## src/rtl/cdb_writeback.sv

```systemverilog
// Purpose : CDB consumer. Buffers (tag, data) broadcasts, owns the register
//           status table (Qi) and writes matching registers one per cycle.
// Latency : push at edge t -> compares in cycles t+2..t+NREG+1, each write one
//           edge after its compare, retire pulse at edge t+NREG+2.
// Backpressure: cdb_ready_o = (count < FIFO_DEPTH), driven from count only, so
//           a full FIFO refuses a push even on a cycle when it pops.
// Ports   : clk_i/rst_ni (async active-low); cdb_* broadcast input;
//           disp_* rename updates; rf_* registered write port; qi_o flattened
//           status table; retire_* release pulse; fifo_count_o occupancy.
module cdb_writeback #(
    parameter int TAG_W      = 4,
    parameter int DATA_W     = 16,
    parameter int NREG       = 8,
    parameter int FIFO_DEPTH = 4,
    localparam int IDX_W     = $clog2(NREG),
    localparam int PTR_W     = $clog2(FIFO_DEPTH),
    localparam int CNT_W     = $clog2(FIFO_DEPTH + 1)
) (
    input  logic                    clk_i,
    input  logic                    rst_ni,
    input  logic                    cdb_valid_i,
    output logic                    cdb_ready_o,
    input  logic [TAG_W-1:0]        cdb_tag_i,
    input  logic [DATA_W-1:0]       cdb_data_i,
    input  logic                    disp_enable_i,
    input  logic [IDX_W-1:0]        disp_reg_i,
    input  logic [TAG_W-1:0]        disp_tag_i,
    output logic                    rf_we_o,
    output logic [IDX_W-1:0]        rf_addr_o,
    output logic [DATA_W-1:0]       rf_wdata_o,
    output logic [NREG*TAG_W-1:0]   qi_o,
    output logic                    retire_valid_o,
    output logic [TAG_W-1:0]        retire_tag_o,
    output logic [CNT_W-1:0]        fifo_count_o
);

    typedef struct packed {
        logic [TAG_W-1:0]  tag;
        logic [DATA_W-1:0] data;
    } bcast_t;

    // ST_ARM is the settle cycle between wake-up and the first compare.
    typedef enum logic [1:0] {
        ST_IDLE = 2'd0,
        ST_ARM  = 2'd1,
        ST_SCAN = 2'd2
    } state_t;

    state_t                      state_q, state_d;
    logic [IDX_W-1:0]            idx_q, idx_d;
    logic [PTR_W-1:0]            wr_ptr_q, wr_ptr_d;
    logic [PTR_W-1:0]            rd_ptr_q, rd_ptr_d;
    logic [CNT_W-1:0]            count_q, count_d;
    logic [NREG-1:0][TAG_W-1:0]  qi_q, qi_d;
    logic                        rf_we_q, rf_we_d;
    logic [IDX_W-1:0]            rf_addr_q, rf_addr_d;
    logic [DATA_W-1:0]           rf_wdata_q, rf_wdata_d;
    logic                        retire_valid_q, retire_valid_d;
    logic [TAG_W-1:0]            retire_tag_q, retire_tag_d;

    bcast_t                      mem_q [FIFO_DEPTH];
    bcast_t                      head;

    logic push, pop, scanning, match, conflict, do_write;

    assign cdb_ready_o = (count_q < CNT_W'(FIFO_DEPTH));
    // Tag 0 means "no producer"; such a broadcast is dropped outright.
    assign push        = cdb_valid_i && cdb_ready_o && (cdb_tag_i != '0);
    assign head        = mem_q[rd_ptr_q];
    assign scanning    = (state_q == ST_SCAN);
    assign pop         = scanning && (idx_q == IDX_W'(NREG - 1));
    // Head tag is never 0, so a valid (Qi=0) register can never match.
    assign match       = scanning && (qi_q[idx_q] == head.tag);
    // A rename on the register under compare makes the broadcast value stale.
    assign conflict    = disp_enable_i && (disp_reg_i == idx_q);
    assign do_write    = match && !conflict;

    always_comb begin
        state_d        = state_q;
        idx_d          = idx_q;
        wr_ptr_d       = wr_ptr_q;
        rd_ptr_d       = rd_ptr_q;
        count_d        = count_q;
        qi_d           = qi_q;
        rf_we_d        = do_write;
        rf_addr_d      = rf_addr_q;
        rf_wdata_d     = rf_wdata_q;
        retire_valid_d = pop;
        retire_tag_d   = retire_tag_q;

        if (push) begin
            wr_ptr_d = wr_ptr_q + PTR_W'(1);
        end
        if (pop) begin
            rd_ptr_d     = rd_ptr_q + PTR_W'(1);
            retire_tag_d = head.tag;
        end
        case ({push, pop})
            2'b10:   count_d = count_q + CNT_W'(1);
            2'b01:   count_d = count_q - CNT_W'(1);
            default: count_d = count_q;
        endcase

        if (do_write) begin
            qi_d[idx_q] = '0;
            rf_addr_d   = idx_q;
            rf_wdata_d  = head.data;
        end
        // Applied last so a rename always overrides a same-cycle clear.
        if (disp_enable_i) begin
            qi_d[disp_reg_i] = disp_tag_i;
        end

        case (state_q)
            ST_IDLE: begin
                if (count_q != '0) begin
                    state_d = ST_ARM;
                end
            end
            ST_ARM: begin
                state_d = ST_SCAN;
                idx_d   = '0;
            end
            ST_SCAN: begin
                if (pop) begin
                    idx_d = '0;
                    // A push on the pop edge keeps the scan going back-to-back.
                    if (count_d == '0) begin
                        state_d = ST_IDLE;
                    end
                end else begin
                    idx_d = idx_q + IDX_W'(1);
                end
            end
            default: begin
                state_d = ST_IDLE;
                idx_d   = '0;
            end
        endcase
    end

    always_ff @(posedge clk_i or negedge rst_ni) begin
        if (!rst_ni) begin
            state_q        <= ST_IDLE;
            idx_q          <= '0;
            wr_ptr_q       <= '0;
            rd_ptr_q       <= '0;
            count_q        <= '0;
            qi_q           <= '0;
            rf_we_q        <= 1'b0;
            rf_addr_q      <= '0;
            rf_wdata_q     <= '0;
            retire_valid_q <= 1'b0;
            retire_tag_q   <= '0;
        end else begin
            state_q        <= state_d;
            idx_q          <= idx_d;
            wr_ptr_q       <= wr_ptr_d;
            rd_ptr_q       <= rd_ptr_d;
            count_q        <= count_d;
            qi_q           <= qi_d;
            rf_we_q        <= rf_we_d;
            rf_addr_q      <= rf_addr_d;
            rf_wdata_q     <= rf_wdata_d;
            retire_valid_q <= retire_valid_d;
            retire_tag_q   <= retire_tag_d;
        end
    end

    // Buffer storage needs no reset: entries are only read behind the pointers.
    always_ff @(posedge clk_i) begin
        if (push) begin
            mem_q[wr_ptr_q] <= '{tag: cdb_tag_i, data: cdb_data_i};
        end
    end

    assign rf_we_o        = rf_we_q;
    assign rf_addr_o      = rf_addr_q;
    assign rf_wdata_o     = rf_wdata_q;
    assign qi_o           = qi_q;
    assign retire_valid_o = retire_valid_q;
    assign retire_tag_o   = retire_tag_q;
    assign fifo_count_o   = count_q;

endmodule
```

## config.mk

```make
export PLATFORM = sky130hd
export DESIGN_NAME = cdb_writeback
export DESIGN_NICKNAME = d
export VERILOG_FILES = /design/src/rtl/cdb_writeback.sv
export SDC_FILE = /design/constraint.sdc
export NUM_CORES = 1
export LEC_CHECK = 0
export ABC_CLOCK_PERIOD_IN_PS = 3400
export CORE_MARGIN = 2
export CORE_UTILIZATION = 40
export CTS_CLUSTER_SIZE = 20
export DETAILED_ROUTE_END_ITERATION = 10
export PLACE_DENSITY = 0.76
export SLEW_MARGIN = 20
export SYNTH_ARGS = -nofsm -noshare
export SYNTH_HDL_FRONTEND = slang
export SYNTH_SLANG_ARGS = --single-unit
```

## constraint.sdc

```tcl
create_clock -name clk_i -period 3.4 [get_ports clk_i]
set_clock_uncertainty 0.2 [all_clocks]
set_input_delay 0.68 -clock clk_i [delete_from_list [all_inputs] [get_ports clk_i]]
set_output_delay 0.68 -clock clk_i [all_outputs]
set_load 0.02 [all_outputs]
```

==> out/results.txt, run 1 <==
The library cell with the largest summed area after synthesis is sky130_fd_sc_hd__edfxtp_1. The final route contains 3877 vias. The multi-input combinational cells in the finished layout cover a total of 1990 um2. In the final layout, flip-flops and latches occupy 4130 um2. Once placement finished, the instance area stood at 7520 um2.

Clock tree synthesis selected as its root buffer the cell sky130_fd_sc_hd__clkbuf_16. After detailed routing, the number of remaining DRC violations is 0. The dominant register cell in the synthesized netlist is sky130_fd_sc_hd__edfxtp_1. After floorplanning, the core was divided into 45 placement rows.

TritonCTS built the clock tree. Averaged over all synthesized cells, the footprint is 15.7 um2. The share of final-layout standard cells stronger than drive strength 1 came out at 17.7%. The run gives 4 as the number of search-and-repair iterations in the first detailed-routing pass. The flow ran to the end, and the final reports show no timing, DRC or antenna violations. At the end of routability-driven placement, the weighted congestion stood at 0.899. The logs give 0 for the total of warnings raised by yosys and 17.7% for the global router's overall resource usage. By area the synthesized netlist is led by sky130_fd_sc_hd__edfxtp_1 (38%), sky130_fd_sc_hd__dfrtp_1 (27%), sky130_fd_sc_hd__mux4_2 (7.9%). Post-layout instance area: 8130 um2. The type of the worst min-delay path was in -> async. The wire length of the first global-routing pass is 22200 um.

The leakage power was 3.17 nW; the depth of the worst register-to-register path was 8. Clock-pin slew on the worst setup and hold paths: 0.06 ns. The worst-margin pin slew is 0.934 ns, and the final setup violation count is 0. The longest clock path from root to sink contains 2 buffers.

By startpoint and endpoint, the worst setup path is classified as in -> reg. The maximum fanout count along the critical path was 2; the net count after synthesis was 442. From left edge to right edge, the die measures 130 um. Number of DRC violations after detailed-routing iteration 0: 538. The worst path uses 95.5% of the clock period. After floorplanning, the core was sized to cover 15300 um2.

For the data required time of the worst path, the log shows 3.48 ns. The filler cells instantiated in the layout total 1243. Worst-case headroom to the max-slew limit: 37.7%.

The cell type with the highest occurrence count on the critical path was sky130_fd_sc_hd__inv_1. The logs give 149 for the number of clock sinks and 6310 um2 for the post-synth design cell area. The logs give 0 for the number of maximum-capacitance violations and 2.13 mW for the switching power.

For the gate count after technology mapping, the log shows 403. STA classifies the critical path startpoint as a primary input. In this run, post-CTS hold repair placed 0 buffers. The floorplan die area came out at 16800 um2.

The slowest cell on the critical path was sky130_fd_sc_hd__or4_1. The count of buffers added on input and output ports is 91. Number of global-route vias before repair: 4050. In this run the vertical extent of the chip is 130 um.

Relative contribution of combinational cells to total power: 32.6%. Across the VDD grid, the largest voltage drop is 701 uV. The logs give 0 ns for the total negative setup slack and 0 for the max-slew violation count.

The critical path arrival is 3.33 ns. At the end of the flow the core is filled with cells to 53.1%. Per report_power, the sequential group accounts for 39.3% of the total.

The final wirelength was 13900 um; the power share of the clock group was 28.0%. In this run, distinct cell masters in the synthesized netlist total 44. The worst path in the final design needs a cycle of 3.25 ns, including I/O delays and setup.

The H-tree depth was 4. For this run, the register share of the synthesized area comes to 65.5%. The switching part of the total is 32.0%, and the highest attainable clock frequency is 0.308 GHz. The tools report the number of antenna violations at the first check in global routing as 1. The power per cell area was 818 nW/um2; the register-to-register path setup slack was 0.39 ns. The HPWL after detailed placement is 9310 um. The initial utilization of the core area, before any placement, comes to 41.2%. After synthesis the netlist holds a flip-flop and latch count of 149. The number of flops mapped to enable cells by yosys came out at 80.

92 I/O pins were placed. The async set-or-reset flop fraction in the synthesized netlist is 46.3%. After detailed routing, the average wire length per cell comes to 19.0 um. Walking the worst path, the cells encountered are clkdlybuf4s50_1 -> or4_1 -> and3_1 -> inv_1 -> ha_1 -> inv_1 -> fa_1 -> xor2_1 -> nor2_1 -> xnor2_1 -> o41ai_1 -> o21ai_1.

Summed over all layers, the global routing overflow is 0. The internal power was 4.52 mW. The maximum cell stage delay along the critical path came out at 0.51 ns. The top-area cell type share of the netlist area works out to 38.1%. Once detail routing completed, the nets flagged for antenna violations numbered 0.

The later pin in the worst-skew pair is clocked with a latency of 0.41 ns. The net count of the finished layout is 546. Setup repair after global routing left no endpoint under its margin. By count the netlist is led by sky130_fd_sc_hd__edfxtp_1 (80), sky130_fd_sc_hd__dfrtp_1 (69), sky130_fd_sc_hd__mux2i_1 (35). The tools report the number of endpoints with negative hold slack in the final report as 0.

Dividing the detail-routed via count by the number of cells gives 5.30. STA classifies the critical path endpoint as a flip-flop. Largest net degree at the start of global routing: 45. Most frequent cell after synthesis: sky130_fd_sc_hd__edfxtp_1. Buffers inserted during clock tree synthesis total 17. Post-synthesis to final-layout area growth: 28.8%.
## cell usage in the layout (no fill, tap or decap), types with 14 or more instances in the layout
master and count:
sky130_fd_sc_hd__mux4_2 22, sky130_fd_sc_hd__buf_4 14, sky130_fd_sc_hd__a31oi_1 24, sky130_fd_sc_hd__mux2i_1 35
sky130_fd_sc_hd__inv_1 15, sky130_fd_sc_hd__edfxtp_1 80, sky130_fd_sc_hd__clkbuf_16 17, sky130_fd_sc_hd__clkdlybuf4s50_1 88
sky130_fd_sc_hd__nand2_1 20, sky130_fd_sc_hd__dfrtp_1 69
## per-stage QoR
| step | setup WS (ns) | hold slack [ns] | total power [mW] | instances |
|---|---|---|---|---|
| global placement | -0.242 | 0.273 | 4.75 | 699 |
| CTS | 0.0420 | 0.233 | 6.70 | 731 |
| global route | 0.0303 | 0.263 | 6.98 | 732 |
| detailed placement | -0.393 | 0.274 | 4.81 | 699 |
| finish | 0.154 | 0.202 | 6.65 | 732 |
| floorplan | 0.173 | 0.184 | 3.87 | 403 |
## per-layer routing
metal / part of all wire [%] / vias to the layer above / GRT usage (%)
li1: - / 1742 / -
met1: 44 / 1954 / 23.5
met2: 47 / 157 / 27.2
met3: 6.9 / 24 / 5.86
met4: 2.1 / 0 / 6.77
met5: 0 / - / 0
## critical path: cells and delay by family
kind	cells	cell delay, ns
and+or+nand+nor	3	0.84
buffers and inverters	3	0.54
adders and majority gates	2	0.53
AOI/OAI and AO/OA	2	0.47
xor gates and xnor gates	2	0.26
## what timing repair did
action / 4_1_cts / 5_1_grt
endpoints found under the setup margin: 0 / 1
setup buffers: 0 / 0
gates resized for setup: 0 / 3
## path summary, 6_finish.rpt
check,from,to
max,cdb_tag_i[3],state_q[1]$_DFFE_PN0P_
min,rst_ni,qi_o[30]$_DFF_PN0_
max reg2reg,idx_q[0]$_DFFE_PN0N_,rf_wdata_o[5]$_DFFE_PN0N_
min reg2reg,rf_wdata_o[1]$_DFFE_PN0N_,rf_wdata_o[1]$_DFFE_PN0N_
max in group asynchronous,rst_ni,rf_wdata_o[13]$_DFFE_PN0N_
min in group clk_i,rf_wdata_o[1]$_DFFE_PN0N_,rf_wdata_o[1]$_DFFE_PN0N_
## sequential cells by signal, summed over array words and instances, names as in the netlist
signal          cells
mem_q              80
qi_o               32
rf_wdata_o         16
retire_tag_o        4
fifo_count_o        3
idx_q               3
rf_addr_o           3
rd_ptr_q            2
state_q             2
wr_ptr_q            2
retire_valid_o      1
rf_we_o             1
## power by group through the flow
stage / Combinational, mW / Sequential (mW) / Clock (mW)
after floorplan: 1.01 / 2.87 / 0
after global placement: 2.12 / 2.62 / 0
after detailed placement: 2.17 / 2.65 / 0
after CTS: 2.18 / 2.62 / 1.91
after global routing: 2.33 / 2.67 / 1.99
final: 2.17 / 2.61 / 1.86
## logic make-up (layout without fill, tap and decap cells)
group,Yosys count,after routing,share of synthesized area [%]
adders and majority gates,8,8,1.71
DFF,149,149,65.5
AOI/OAI and AO/OA,52,52,5.20
other,0,1,0
and+or+nand+nor,65,65,5.28
xor gates and xnor gates,10,10,1.39
buffers and inverters,39,156,2.94
muxes,80,80,18.0
## final cells by class
type                    instances  area share [%]
well taps                     211            3.25
inverters                      16           0.739
flip-flops and latches        149            50.8
diodes                          1          0.0308
clock inverters                12            1.76
clock buffers                  20            5.62
multi-input cells             215            24.5
repair buffers                108            13.2
No activity file was read; power rests on OpenSTA's default activity.
==> inputs of run 2 (changes only) <==
- SLEW_MARGIN: 20 -> 30
==> out/results.txt, run 2 (same netlist as run 1, synthesis figures left out) <==
The sum of met3 wire segment lengths after detailed routing was 957 um (+0.42%). The number of cell rows was 45 (unchanged). Internal power: 4.52 mW (about the same).

The vias per cell is 5.29 (about the same). Leaving out fill and tap cells, the most frequent cell in the layout is sky130_fd_sc_hd__clkdlybuf4s50_1. The routed length per placed instance was 19.0 um (-0.11%).

The run finished with clean final reports. The buffer levels on the longest clock path was 2 (unchanged). The highest metal layer carrying signal wires in the routed design is met4. The cell area reported after detailed placement came out at 7520 um2 (unchanged). The placed wire-length estimate is 9310 um (unchanged), and the number of global-route vias before repair is 4050 (unchanged). Setup repair after global routing left no endpoint under its margin. The portion of the clock cycle consumed by the worst path in the final layout is 95.5% (unchanged). The post-synthesis to final-layout area growth is 28.8% (about the same).

Chip width: 130 um (unchanged). The total congestion overflow was 0 (unchanged); the power share of the clock group was 28.0% (about the same). TritonCTS built the clock tree. The run gives 538 (unchanged) as the number of DRC violations after detailed-routing iteration 0.

Clock network latency to the later pin of the worst-skew pair: 0.41 ns (about the same). In this run the worst hold path is classified as in -> async. The tree is rooted in a sky130_fd_sc_hd__clkbuf_16. The starting utilization of the core area came out at 41.2% (unchanged). Ranked by flip-flop count, first place goes to mem_q. The max-slew violation count is 0 (unchanged). The launch point of the worst reg-to-reg path was idx_q[0]$_DFFE_PN0N_. Power per cell area: 818 nW/um2 (about the same). The logs give 16800 um2 (unchanged) for the floorplan die area and 17.7% (unchanged) for the global router's overall resource usage. The relative contribution of combinational cells to total power was 32.6% (about the same). The tools report the final cell count without fillers as 732 (unchanged). The nature of the critical path endpoint is a flip-flop. The share of final-layout standard cells stronger than drive strength 1 is 17.7% (unchanged). The slowest cell on the critical path is sky130_fd_sc_hd__or4_1. The worst setup margin is 0.154 ns (unchanged). The logs give 92 (unchanged) for the I/O pin count and 4 (unchanged) for the H-tree depth. The run gives 0 (unchanged) as the final setup violation count.

For the total via count after detailed routing, the log shows 3874 (-0.077%). The number of search-and-repair iterations in the first detailed-routing pass is 4 (unchanged). The number of endpoints with negative hold slack in the final report was 0 (unchanged).

Instance count after placement with tap cells included: 699 (unchanged). Traced cell by cell, the critical path runs through clkdlybuf4s50_1 -> or4_1 -> and3_1 -> inv_1 -> ha_1 -> inv_1 -> fa_1 -> xor2_1 -> nor2_1 -> xnor2_1 -> o41ai_1 -> o21ai_1. The vertical die dimension is 130 um (unchanged), and the area of the core is 15300 um2 (unchanged). The largest net degree at the start of global routing is 45 (unchanged), and the post-layout instance area is 8130 um2 (about the same).

Capture point of the worst reg-to-reg path: rf_wdata_o[5]$_DFFE_PN0N_. The worst supply voltage drop on vdd is 701 uV (about the same). Number of nets in the finished design: 546 (unchanged). The maximum cell stage delay along the critical path is 0.51 ns (about the same).

The critical path arrival came out at 3.33 ns (about the same). For the number of maximum-capacitance violations, the log shows 0 (unchanged). The wire length on met2 was 6510 um (about the same); the depth of the worst register-to-register path was 8 (unchanged). For the number of antenna violations at the first check in global routing, the log shows 1 (unchanged). The filler cell count in the final layout is 1243 (unchanged), and the number of setup buffers added after CTS is 0 (unchanged). The logs give 2.13 mW (about the same) for the switching power and 0.308 GHz (unchanged) for the highest attainable clock frequency. The CTS buffer count was 17 (unchanged); the register-to-register path setup slack was 0.39 ns (about the same). The cell type with the highest occurrence count on the critical path was sky130_fd_sc_hd__inv_1. The post-layout total power is 6.65 mW (about the same). The run gives 13900 um (-0.11%) as the final wirelength. STA classifies the critical path startpoint as a primary input. The switching part of the total is 32.0% (about the same), and the wire length of the first global-routing pass is 22200 um (unchanged). The number of clock sinks is 149 (unchanged), and the worst-margin pin slew is 0.535 ns (-0.399 ns).

The flip-flop count of the largest register, all copies and words added was 80 (unchanged). The critical path in this run is classified as in -> reg. The clock-pin slew on the worst setup and hold paths came out at 0.06 ns (about the same). For the leakage power, the log shows 3.17 nW (about the same). The final critical delay including setup and external delays is 3.25 ns (unchanged), and the setup slack after placement is -0.393 ns (unchanged). Port buffer count: 91 (unchanged).

The maximum fanout count along the critical path was 2 (unchanged). The library cells used most frequently in the layout, excluding fill and tap cells, are sky130_fd_sc_hd__clkdlybuf4s50_1 (88), sky130_fd_sc_hd__edfxtp_1 (80), sky130_fd_sc_hd__dfrtp_1 (69). The run gives 6120 um (-0.20%) as the routed length on met1. Count of hold-fix buffers inserted at cts: 0 (unchanged). The proportion of power drawn by flip-flops and latches came out at 39.3% (about the same). The logs give 64.3% (+27 points) for the worst-case headroom to the max-slew limit and 0 (unchanged) for the number of remaining DRC errors. For the routability congestion estimate, the log shows 0.899 (unchanged). The tools report the data required time of the worst path as 3.48 ns (about the same). The tools report the post-detailed-route count of antenna-violating nets as 0 (unchanged).
==> run 2: layout make-up <==
class / count / area (um2) / area share, %
diodes: 1 / 2.50 / 0.0308
flip-flops and latches: 149 / 4130 / 50.8
multi-input cells: 215 / 1990 / 24.5
clock buffers: 20 / 457 / 5.62
well taps: 211 / 264 / 3.25
inverters: 16 / 60.1 / 0.739
clock inverters: 12 / 143 / 1.75
repair buffers: 108 / 1080 / 13.3
==> run 2: per-layer routing <==
metal  track usage (%)  vias up
li1                  -     1741
met1              23.5     1954
met2              27.2      155
met3              5.86       24
met4              6.77        0
met5                 0        -
==> run 2: critical path, delay by kind of cell <==
kind            cells  cell delay [ns]
fa+ha+maj           2             0.53
compound gates      2             0.47
xor+xnor            2             0.26
simple gates        3             0.84
buf+inv             3             0.54
==> run 2: power groups by stage <==
stage          combinational [mW]  clock, mW  sequential, mW
6_report                     2.17       1.86            2.62
5_1_grt                      2.33       1.99            2.67
4_1_cts                      2.18       1.91            2.62
3_5_place_dp                 2.17          0            2.65
3_3_place_gp                 2.12          0            2.62
2_1_floorplan                1.01          0            2.87
==> run 2: metrics by stage <==
| step | hold WS, ns | utilization (%) | setup TNS [ns] |
|---|---|---|---|
| after floorplan | 0.184 | - | 0 |
| final | 0.0426 | 53.1 | 0 |
| after global placement | 0.273 | 49.1 | -0.242 |
| after detailed placement | 0.274 | 49.1 | -0.393 |
| after CTS | 0.233 | 53.0 | 0 |
| after global routing | 0.0662 | 53.1 | 0 |
==> run 2: worst max-delay path by stage <==
stage,from,endpoint,cells past startpoint
CTS,cdb_tag_i[0],state_q[1]$_DFFE_PN0P_,12
global route,cdb_tag_i[3],state_q[1]$_DFFE_PN0P_,12
finish,cdb_tag_i[3],state_q[1]$_DFFE_PN0P_,12
detailed placement,cdb_tag_i[0],state_q[1]$_DFFE_PN0P_,12
global placement,cdb_tag_i[1],state_q[1]$_DFFE_PN0P_,12
floorplan,cdb_tag_i[1],state_q[1]$_DFFE_PN0P_,12
==> run 2: timing repair <==
item                                   4_1_cts  5_1_grt
gates resized for setup                      0        3
setup endpoints to repair                    0        1
endpoints found under the hold margin        0        0
